### config.mk
export PLATFORM = sky130hd
export DESIGN_NAME = sh7604_divu_arb
export DESIGN_NICKNAME = d
export VERILOG_FILES = /design/src/rtl/sh7604_divu_arb.sv
export SDC_FILE = /design/constraint.sdc
export NUM_CORES = 1
export LEC_CHECK = 0
export ABC_AREA = 1
export CORE_UTILIZATION = 42
export CTS_BUF_LIST = sky130_fd_sc_hd__clkbuf_16
export DETAILED_ROUTE_END_ITERATION = 7
export PLACE_DENSITY = 0.78
export SLEW_MARGIN = 0
export SYNTH_ARGS = -nofsm -noshare
export SYNTH_HDL_FRONTEND = slang
export SYNTH_SLANG_ARGS = --single-unit
### constraint.sdc
create_clock -name CLK -period 2.1 [get_ports CLK]
set_clock_uncertainty 0.15 [all_clocks]
set_input_delay 0.63 -clock CLK [delete_from_list [all_inputs] [get_ports CLK]]
set_output_delay 0.63 -clock CLK [all_outputs]
set_load 0.005 [all_outputs]
### src/rtl/sh7604_divu_arb.sv
// Round-robin two-requester front end for the SH7604 DIVU: loads operands over IBUS, waits out the divide, returns Q/R/OVF.
// Optional build macro DIVU_ARB_OVF_CLR_EN: clear DVCR.OVF (keeping OVFIE) after an overflowed divide.
module sh7604_divu_arb (
  input  logic        CLK,
  input  logic        RST_N,
  input  logic        CE_R,
  input  logic        A_REQ,
  input  logic        B_REQ,
  input  logic        A_DIV64,
  input  logic        B_DIV64,
  input  logic [31:0] A_DVSR,
  input  logic [31:0] B_DVSR,
  input  logic [31:0] A_DVDNTH,
  input  logic [31:0] B_DVDNTH,
  input  logic [31:0] A_DVDNTL,
  input  logic [31:0] B_DVDNTL,
  output logic        A_GNT,
  output logic        B_GNT,
  output logic        A_DONE,
  output logic        B_DONE,
  output logic [31:0] RES_Q,
  output logic [31:0] RES_R,
  output logic        RES_OVF,
  output logic [31:0] IBUS_A,
  output logic [31:0] IBUS_DO,
  input  logic [31:0] IBUS_DI,
  output logic [3:0]  IBUS_BA,
  output logic        IBUS_WE,
  output logic        IBUS_REQ,
  input  logic        IBUS_BUSY
);

  localparam logic [31:0] ADDR_DVSR   = 32'hFFFF_FF00;
  localparam logic [31:0] ADDR_DVDNT  = 32'hFFFF_FF04;
  localparam logic [31:0] ADDR_DVCR   = 32'hFFFF_FF08;
  localparam logic [31:0] ADDR_DVDNTH = 32'hFFFF_FF10;
  localparam logic [31:0] ADDR_DVDNTL = 32'hFFFF_FF14;

  typedef enum logic [3:0] {
    S_IDLE, S_WR_DVSR, S_WR_DVDNTH, S_WR_DVDNTL,
    S_RD_Q, S_RD_R, S_RD_CR, S_CLR_CR, S_DONE
  } state_t;

  state_t      state, state_nxt;
  logic        ptr, ptr_nxt;
  logic        sel, sel_nxt;
  logic        div64, div64_nxt;
  logic [31:0] dvsr, dvsr_nxt;
  logic [31:0] dvh, dvh_nxt;
  logic [31:0] dvl, dvl_nxt;
  logic        ovfie, ovfie_nxt;
  logic        a_gnt_nxt, b_gnt_nxt, a_done_nxt, b_done_nxt;
  logic [31:0] res_q_nxt, res_r_nxt;
  logic        res_ovf_nxt;
  logic [31:0] ibus_a_nxt, ibus_do_nxt;
  logic        ibus_we_nxt, ibus_req_nxt;
  logic        win_b;
  logic        xfer;

  assign IBUS_BA = 4'b1111;
  assign xfer    = IBUS_REQ & ~IBUS_BUSY;

  always_comb begin
    state_nxt   = state;
    ptr_nxt     = ptr;
    sel_nxt     = sel;
    div64_nxt   = div64;
    dvsr_nxt    = dvsr;
    dvh_nxt     = dvh;
    dvl_nxt     = dvl;
    ovfie_nxt   = ovfie;
    a_gnt_nxt   = 1'b0;
    b_gnt_nxt   = 1'b0;
    a_done_nxt  = 1'b0;
    b_done_nxt  = 1'b0;
    res_q_nxt   = RES_Q;
    res_r_nxt   = RES_R;
    res_ovf_nxt = RES_OVF;
    win_b       = B_REQ & (~A_REQ | ptr);

    case (state)
      S_IDLE: begin
        if (A_REQ | B_REQ) begin
          sel_nxt   = win_b;
          div64_nxt = win_b ? B_DIV64  : A_DIV64;
          dvsr_nxt  = win_b ? B_DVSR   : A_DVSR;
          dvh_nxt   = win_b ? B_DVDNTH : A_DVDNTH;
          dvl_nxt   = win_b ? B_DVDNTL : A_DVDNTL;
          a_gnt_nxt = ~win_b;
          b_gnt_nxt = win_b;
          state_nxt = S_WR_DVSR;
        end
      end
      S_WR_DVSR:   if (xfer) state_nxt = div64 ? S_WR_DVDNTH : S_WR_DVDNTL;
      S_WR_DVDNTH: if (xfer) state_nxt = S_WR_DVDNTL;
      S_WR_DVDNTL: if (xfer) state_nxt = S_RD_Q;
      S_RD_Q: begin
        if (xfer) begin
          res_q_nxt = IBUS_DI;
          state_nxt = S_RD_R;
        end
      end
      S_RD_R: begin
        if (xfer) begin
          res_r_nxt = IBUS_DI;
          state_nxt = S_RD_CR;
        end
      end
      S_RD_CR: begin
        if (xfer) begin
          res_ovf_nxt = IBUS_DI[0];
          ovfie_nxt   = IBUS_DI[1];
`ifdef DIVU_ARB_OVF_CLR_EN
          state_nxt   = IBUS_DI[0] ? S_CLR_CR : S_DONE;
`else
          state_nxt   = S_DONE;
`endif
        end
      end
      S_CLR_CR: if (xfer) state_nxt = S_DONE;
      S_DONE: begin
        a_done_nxt = ~sel;
        b_done_nxt = sel;
        ptr_nxt    = ~sel;
        state_nxt  = S_IDLE;
      end
      default: state_nxt = S_IDLE;
    endcase

    // Bus outputs are registered from the state being entered, so each cycle is presented one edge ahead.
    ibus_req_nxt = 1'b1;
    ibus_we_nxt  = 1'b0;
    ibus_a_nxt   = 32'h0;
    ibus_do_nxt  = 32'h0;
    case (state_nxt)
      S_WR_DVSR: begin
        ibus_we_nxt = 1'b1;
        ibus_a_nxt  = ADDR_DVSR;
        ibus_do_nxt = dvsr_nxt;
      end
      S_WR_DVDNTH: begin
        ibus_we_nxt = 1'b1;
        ibus_a_nxt  = ADDR_DVDNTH;
        ibus_do_nxt = dvh_nxt;
      end
      S_WR_DVDNTL: begin
        ibus_we_nxt = 1'b1;
        ibus_a_nxt  = div64_nxt ? ADDR_DVDNTL : ADDR_DVDNT;
        ibus_do_nxt = dvl_nxt;
      end
      S_RD_Q:  ibus_a_nxt = ADDR_DVDNTL;
      S_RD_R:  ibus_a_nxt = ADDR_DVDNTH;
      S_RD_CR: ibus_a_nxt = ADDR_DVCR;
      S_CLR_CR: begin
        ibus_we_nxt = 1'b1;
        ibus_a_nxt  = ADDR_DVCR;
        ibus_do_nxt = {30'b0, ovfie_nxt, 1'b0};
      end
      default: ibus_req_nxt = 1'b0;
    endcase
  end

  always_ff @(posedge CLK) begin
    if (!RST_N) begin
      state    <= S_IDLE;
      ptr      <= 1'b0;
      sel      <= 1'b0;
      div64    <= 1'b0;
      dvsr     <= 32'h0;
      dvh      <= 32'h0;
      dvl      <= 32'h0;
      ovfie    <= 1'b0;
      A_GNT    <= 1'b0;
      B_GNT    <= 1'b0;
      A_DONE   <= 1'b0;
      B_DONE   <= 1'b0;
      RES_Q    <= 32'h0;
      RES_R    <= 32'h0;
      RES_OVF  <= 1'b0;
      IBUS_A   <= 32'h0;
      IBUS_DO  <= 32'h0;
      IBUS_WE  <= 1'b0;
      IBUS_REQ <= 1'b0;
    end else if (CE_R) begin
      state    <= state_nxt;
      ptr      <= ptr_nxt;
      sel      <= sel_nxt;
      div64    <= div64_nxt;
      dvsr     <= dvsr_nxt;
      dvh      <= dvh_nxt;
      dvl      <= dvl_nxt;
      ovfie    <= ovfie_nxt;
      A_GNT    <= a_gnt_nxt;
      B_GNT    <= b_gnt_nxt;
      A_DONE   <= a_done_nxt;
      B_DONE   <= b_done_nxt;
      RES_Q    <= res_q_nxt;
      RES_R    <= res_r_nxt;
      RES_OVF  <= res_ovf_nxt;
      IBUS_A   <= ibus_a_nxt;
      IBUS_DO  <= ibus_do_nxt;
      IBUS_WE  <= ibus_we_nxt;
      IBUS_REQ <= ibus_req_nxt;
    end
  end

endmodule
; Word-level counts from Yosys, hierarchy flattened
; Index checks and enable logic that the tools add are counted.
[op_classes]
n_eq_ne = 15
n_mux = 34
n_bitwise = 8
n_reduce_logical = 11
[op_table]
columns = op, n
row1 = two-way mux 32 bit, 9
row2 = case mux 32 bit (5 select lines), 1
row3 = case mux 32 bit (4 select lines), 1
row4 = "equality test 4 x 3 -> 1 bit, second input constant", 8
row5 = two-way mux 4 bit, 7
row6 = case mux 4 bit (7 select lines), 1
row7 = "equality test 4 x 2 -> 1 bit, second input constant", 4
row8 = two-way mux 1 bit, 14
row9 = AND reduction 3 bit, 4
row10 = "equality test 4 x 1 -> 1 bit, second input constant", 2
row11 = OR reduction 7 bit, 1
row12 = OR reduction 2 bit, 3
row13 = two-way mux 5 bit, 1
row14 = "equality test 4 bit, second input constant", 1
row15 = zero test 4 bit, 1
row16 = inverter 1 bit, 4
row17 = OR reduction 4 bit, 1
row18 = AND 1 bit, 2
row19 = OR 1 bit, 2
row20 = AND reduction 2 bit, 1
[word_totals]
reg_bits = 239
input_bits = 232

; Depth between registers and ports, before layout
[depth]
ltp_word = 8
ltp_mapped = 16

; Worst setup path after synthesis
; No wires, ideal clock.
[synth_timing]
kind = input-to-reg
start = input port B_REQ
end = register IBUS_DO[0]
setup_ns = 0.070
t_arrival_ns = 1.892
t_required_ns = 1.880
setup_slack_ns = -0.013
cell_stages = 12
path_buffers = 1
cell_sequence = nor2_1 > inv_1 > nand3_2 > nand2_1 > inv_1 > nand3_2 > nor2_8 > buf_6 > nand3_1 > nand3_1 > nand2_1 > a21oi_1
[synth_between]
elab_chain_cells = 5
[synth_rtl]
columns = element, line
row1 = start: declaration, 8  ; input logic B_REQ,
row2 = OR 1 bit / AND 1 bit (equally long branches), "83, 79"
row3 = "two-way mux 4 bit, or another cell as far along", 83  ; if (A_REQ | B_REQ) begin
row4 = case mux 4 bit (7 select lines) / two-way mux 32 bit (equally long branches), "81, 83"
row5 = "equality test 4 x 3 -> 1 bit, or another cell as far along", 135  ; case (state_nxt)
row6 = case mux 32 bit (4 select lines) *, 135
row7 = end signal: assignment, 201  ; IBUS_DO <= ibus_do_nxt;
row8 = end: declaration, 25  ; output logic [31:0] IBUS_DO,
; Every way passes the cells marked *; elsewhere a longest branch is shown, timed or not.
; A chain may end at the register's enable or synchronous reset.

; Worst setup path in the final report
[layout_timing]
start = register state[3]
end = register IBUS_DO[18]
[layout_between]
elab_chain_cells = 5
[layout_rtl]
columns = element, line
row1 = start: declaration, 44  ; state_t state, state_nxt;
row2 = start signal: assignment, 185  ; state <= state_nxt;
row3 = equality test 4 x 3 -> 1 bit, 81  ; case (state)
row4 = OR reduction 2 bit (no source line), --
row5 = case mux 4 bit (7 select lines), 81
row6 = "equality test 4 x 3 -> 1 bit, or another cell as far along", 135
row7 = case mux 32 bit (4 select lines) *, 135
; Marks and branches as above.

==> flow_summary.ini <==
[global_routing]
grt_use_total = 0.300
grt-ovfl-total = 0
grt_pass1_wl_um = 64100
grt_pass1_vias = 12600
antenna_found_initial = 0
grt_max_degree = 87

[power]
finalPower_mw = 11.9
cellLeakagePower_nw = 8.18
ir_drop_v = 0.000540
p_per_area_nw_per_um2 = 682

[setup_path]
cp-startpoint = state[3]
cp_num_cells = 13
cp_slowest_cell = dfxtp_4
r2r-end = IBUS_DO[18]
r2r-start = state[3]
critPathTopFamily = buffers and inverters
max_stage_delay_ps = 370
critical_path_class = register to register
crit_fanout = 7
cp-end-kind = register
path_cells = buf_4 > nor2_4 > buf_4 > nand3_1 > nand2_2 > nor3_4 > buf_6 > buf_16 > buf_6 > nand4_1 > nand3_1 > nand2_1 > a21oi_1
reg2reg_depth = 13
start_kind = register
critPathBufInv = 5
rrSetupSlack_ps = -30
cp.arrival_ps = 2430
cp.required_ps = 2400

[placed_design]
dp_hpwl_um = 29700
gp_congestion = 0.953
place_ws_ps = -952
io_buffers = 361

[timing]
slew_headroom = 0.667
fmax_mhz = 469
slew_viol_final = 0
rsz0062_at_grt = true
timing.setup.tns_ps = -180
finalHoldViolCount = 0
worst_pin_slew_ps = 500
setup_viol = 12
fin_ws_ps = -30.6
fin_crit_ps = 2130
post-route-period-util = 1.01

[synth]
synth_edf_count = 0
syn_area_um2 = 11000
yosysUniqueCellTypes = 34
yosys_register_bits = 211
avgSynthCellArea_um2 = 6.36
yosysSeqAreaShare = 0.383
ys_warn_count = 0
ys.flop_type = dfxtp_1
synthCells = 1734
synth_async_sr_flop_share = 0

[route]
drt_iter0_markers = 1091
dr.pass1.iters = 6
num_vias = 13400
drt.antenna.violating_nets = 0
wl_per_cell_um = 17.5
drc = 0
viasPerCell = 5.36
totalWireLength_um = 43700

[floorplan]
die_w_um = 164
rows = 58
start_util = 0.433
die_area_um2 = 26900
io-pin-count = 371
core-area_um2 = 25500
die_h_um = 164

[cts]
cts.clk_slew.worst_paths_ps = 60
clkSinkCount = 211
clock_path_buffers = 3
cts-root-buf = clkbuf_16
cts_tree = built
cts_buffers = 24
htree_levels = 1
clk-insertion-delay-late_ps = 520

[final_layout]
final_net_count = 2376
area_delta_synth_final_pct = 58.3
drive_gt1_frac = 0.153
layout_common_cells = nand2_1 (509), clkdlybuf4s50_1 (226), dfxtp_1 (194)
fin_util = 0.686
final_common_cell = nand2_1
antenna_cells = 0

[run]
maxCapViolCount = 0

[min_path]
hold_end = dvh[12]
hold_start = dvh[12]
worstHoldPathCells = 2
hold_path_class = register to register

[status]
violations = negative setup slack
status = finished, violations left
-- how the worst max path moves through the flow --
stage	to	slack (ps)
2_1_floorplan	IBUS_DO[0]	40
3_3_place_gp	IBUS_DO[29]	-900
3_5_place_dp	IBUS_DO[29]	-950
4_1_cts	IBUS_DO[1]	0.7
5_1_grt	IBUS_DO[8]	-130
6_report	IBUS_DO[18]	-30
-- metal layers --
metal / GRT usage / part of all wire / up-vias
li1: - / - / 6387
met1: 0.346 / 0.37 / 6085
met2: 0.520 / 0.48 / 751
met3: 0.0717 / 0.11 / 130
met4: 0.140 / 0.048 / 0
met5: 0 / 0 / -
-- Yosys cell counts, types with 33 or more instances --
| cell type | instances | area (um^2) |
|---|---|---|
| a21oi_1 | 183 | 916 |
| buf_2 | 41 | 205 |
| buf_4 | 34 | 255 |
| clkbuf_1 | 69 | 259 |
| dfxtp_1 | 211 | 4220 |
| inv_1 | 121 | 454 |
| nand2_1 | 534 | 2000 |
| nand3_1 | 111 | 556 |
| nand4_1 | 33 | 206 |
| nor2_1 | 178 | 668 |
| o211ai_1 | 33 | 248 |
| o21ai_0 | 127 | 636 |
-- report_power, final --
| part | switching [mW] | internal (mW) |
|---|---|---|
| Clock | 1.74 | 2.41 |
| Sequential | 0.127 | 4.20 |
| Combinational | 1.74 | 1.69 |
| Total | 3.61 | 8.30 |
-- registers in the layout, summed over array words and instances (netlist names), 4 cells and up --
signal / count
RES_R: 32
dvl: 32
RES_Q: 32
state: 4
IBUS_A: 4
dvsr: 32
IBUS_DO: 32
dvh: 32
-- layout make-up --
cell class                      instances  area [um^2]
Fill cell                            2150         8010
Multi-Input combinational cell       1243         5890
Timing Repair Buffer                  539         5640
Sequential cell                       211         4260
Clock buffer                           25          626
Inverter                              125          479
Tap cell                              330          413
Clock inverter                         19          154
-- metrics by stage --
step | cell area (um^2) | std cells | hold WS, ps
finish | 17500 | 2492 | 313
global route | 17500 | 2492 | 326
CTS | 16700 | 2463 | 315
detailed placement | 15600 | 2396 | 305
global placement | 15600 | 2396 | 301
floorplan | 11100 | 1741 | 295
-- tightest hold or removal path, stage by stage (launching register included) --
cell	delay, ps
dfxtp_1	310
nand2_1	60
a21oi_1	50
-- repair_timing --
action	CTS	global route
hold buffers	0	0
endpoints found under the hold margin	0	0
setup buffers	17	24
setup endpoints to repair	193	42
pin swaps	10	52
gates resized for setup	193	133
gates cloned	6	8
-- cell families (layout without fill, tap and decap cells) --
logic type / Yosys count / in the layout / synth area share
buf+inv: 287 / 708 / 0.117
flops: 211 / 211 / 0.383
compound gates: 365 / 365 / 0.176
other cells: 2 / 9 / 0.000681
simple gates: 869 / 869 / 0.324
Power figures use the tool's default switching activity.
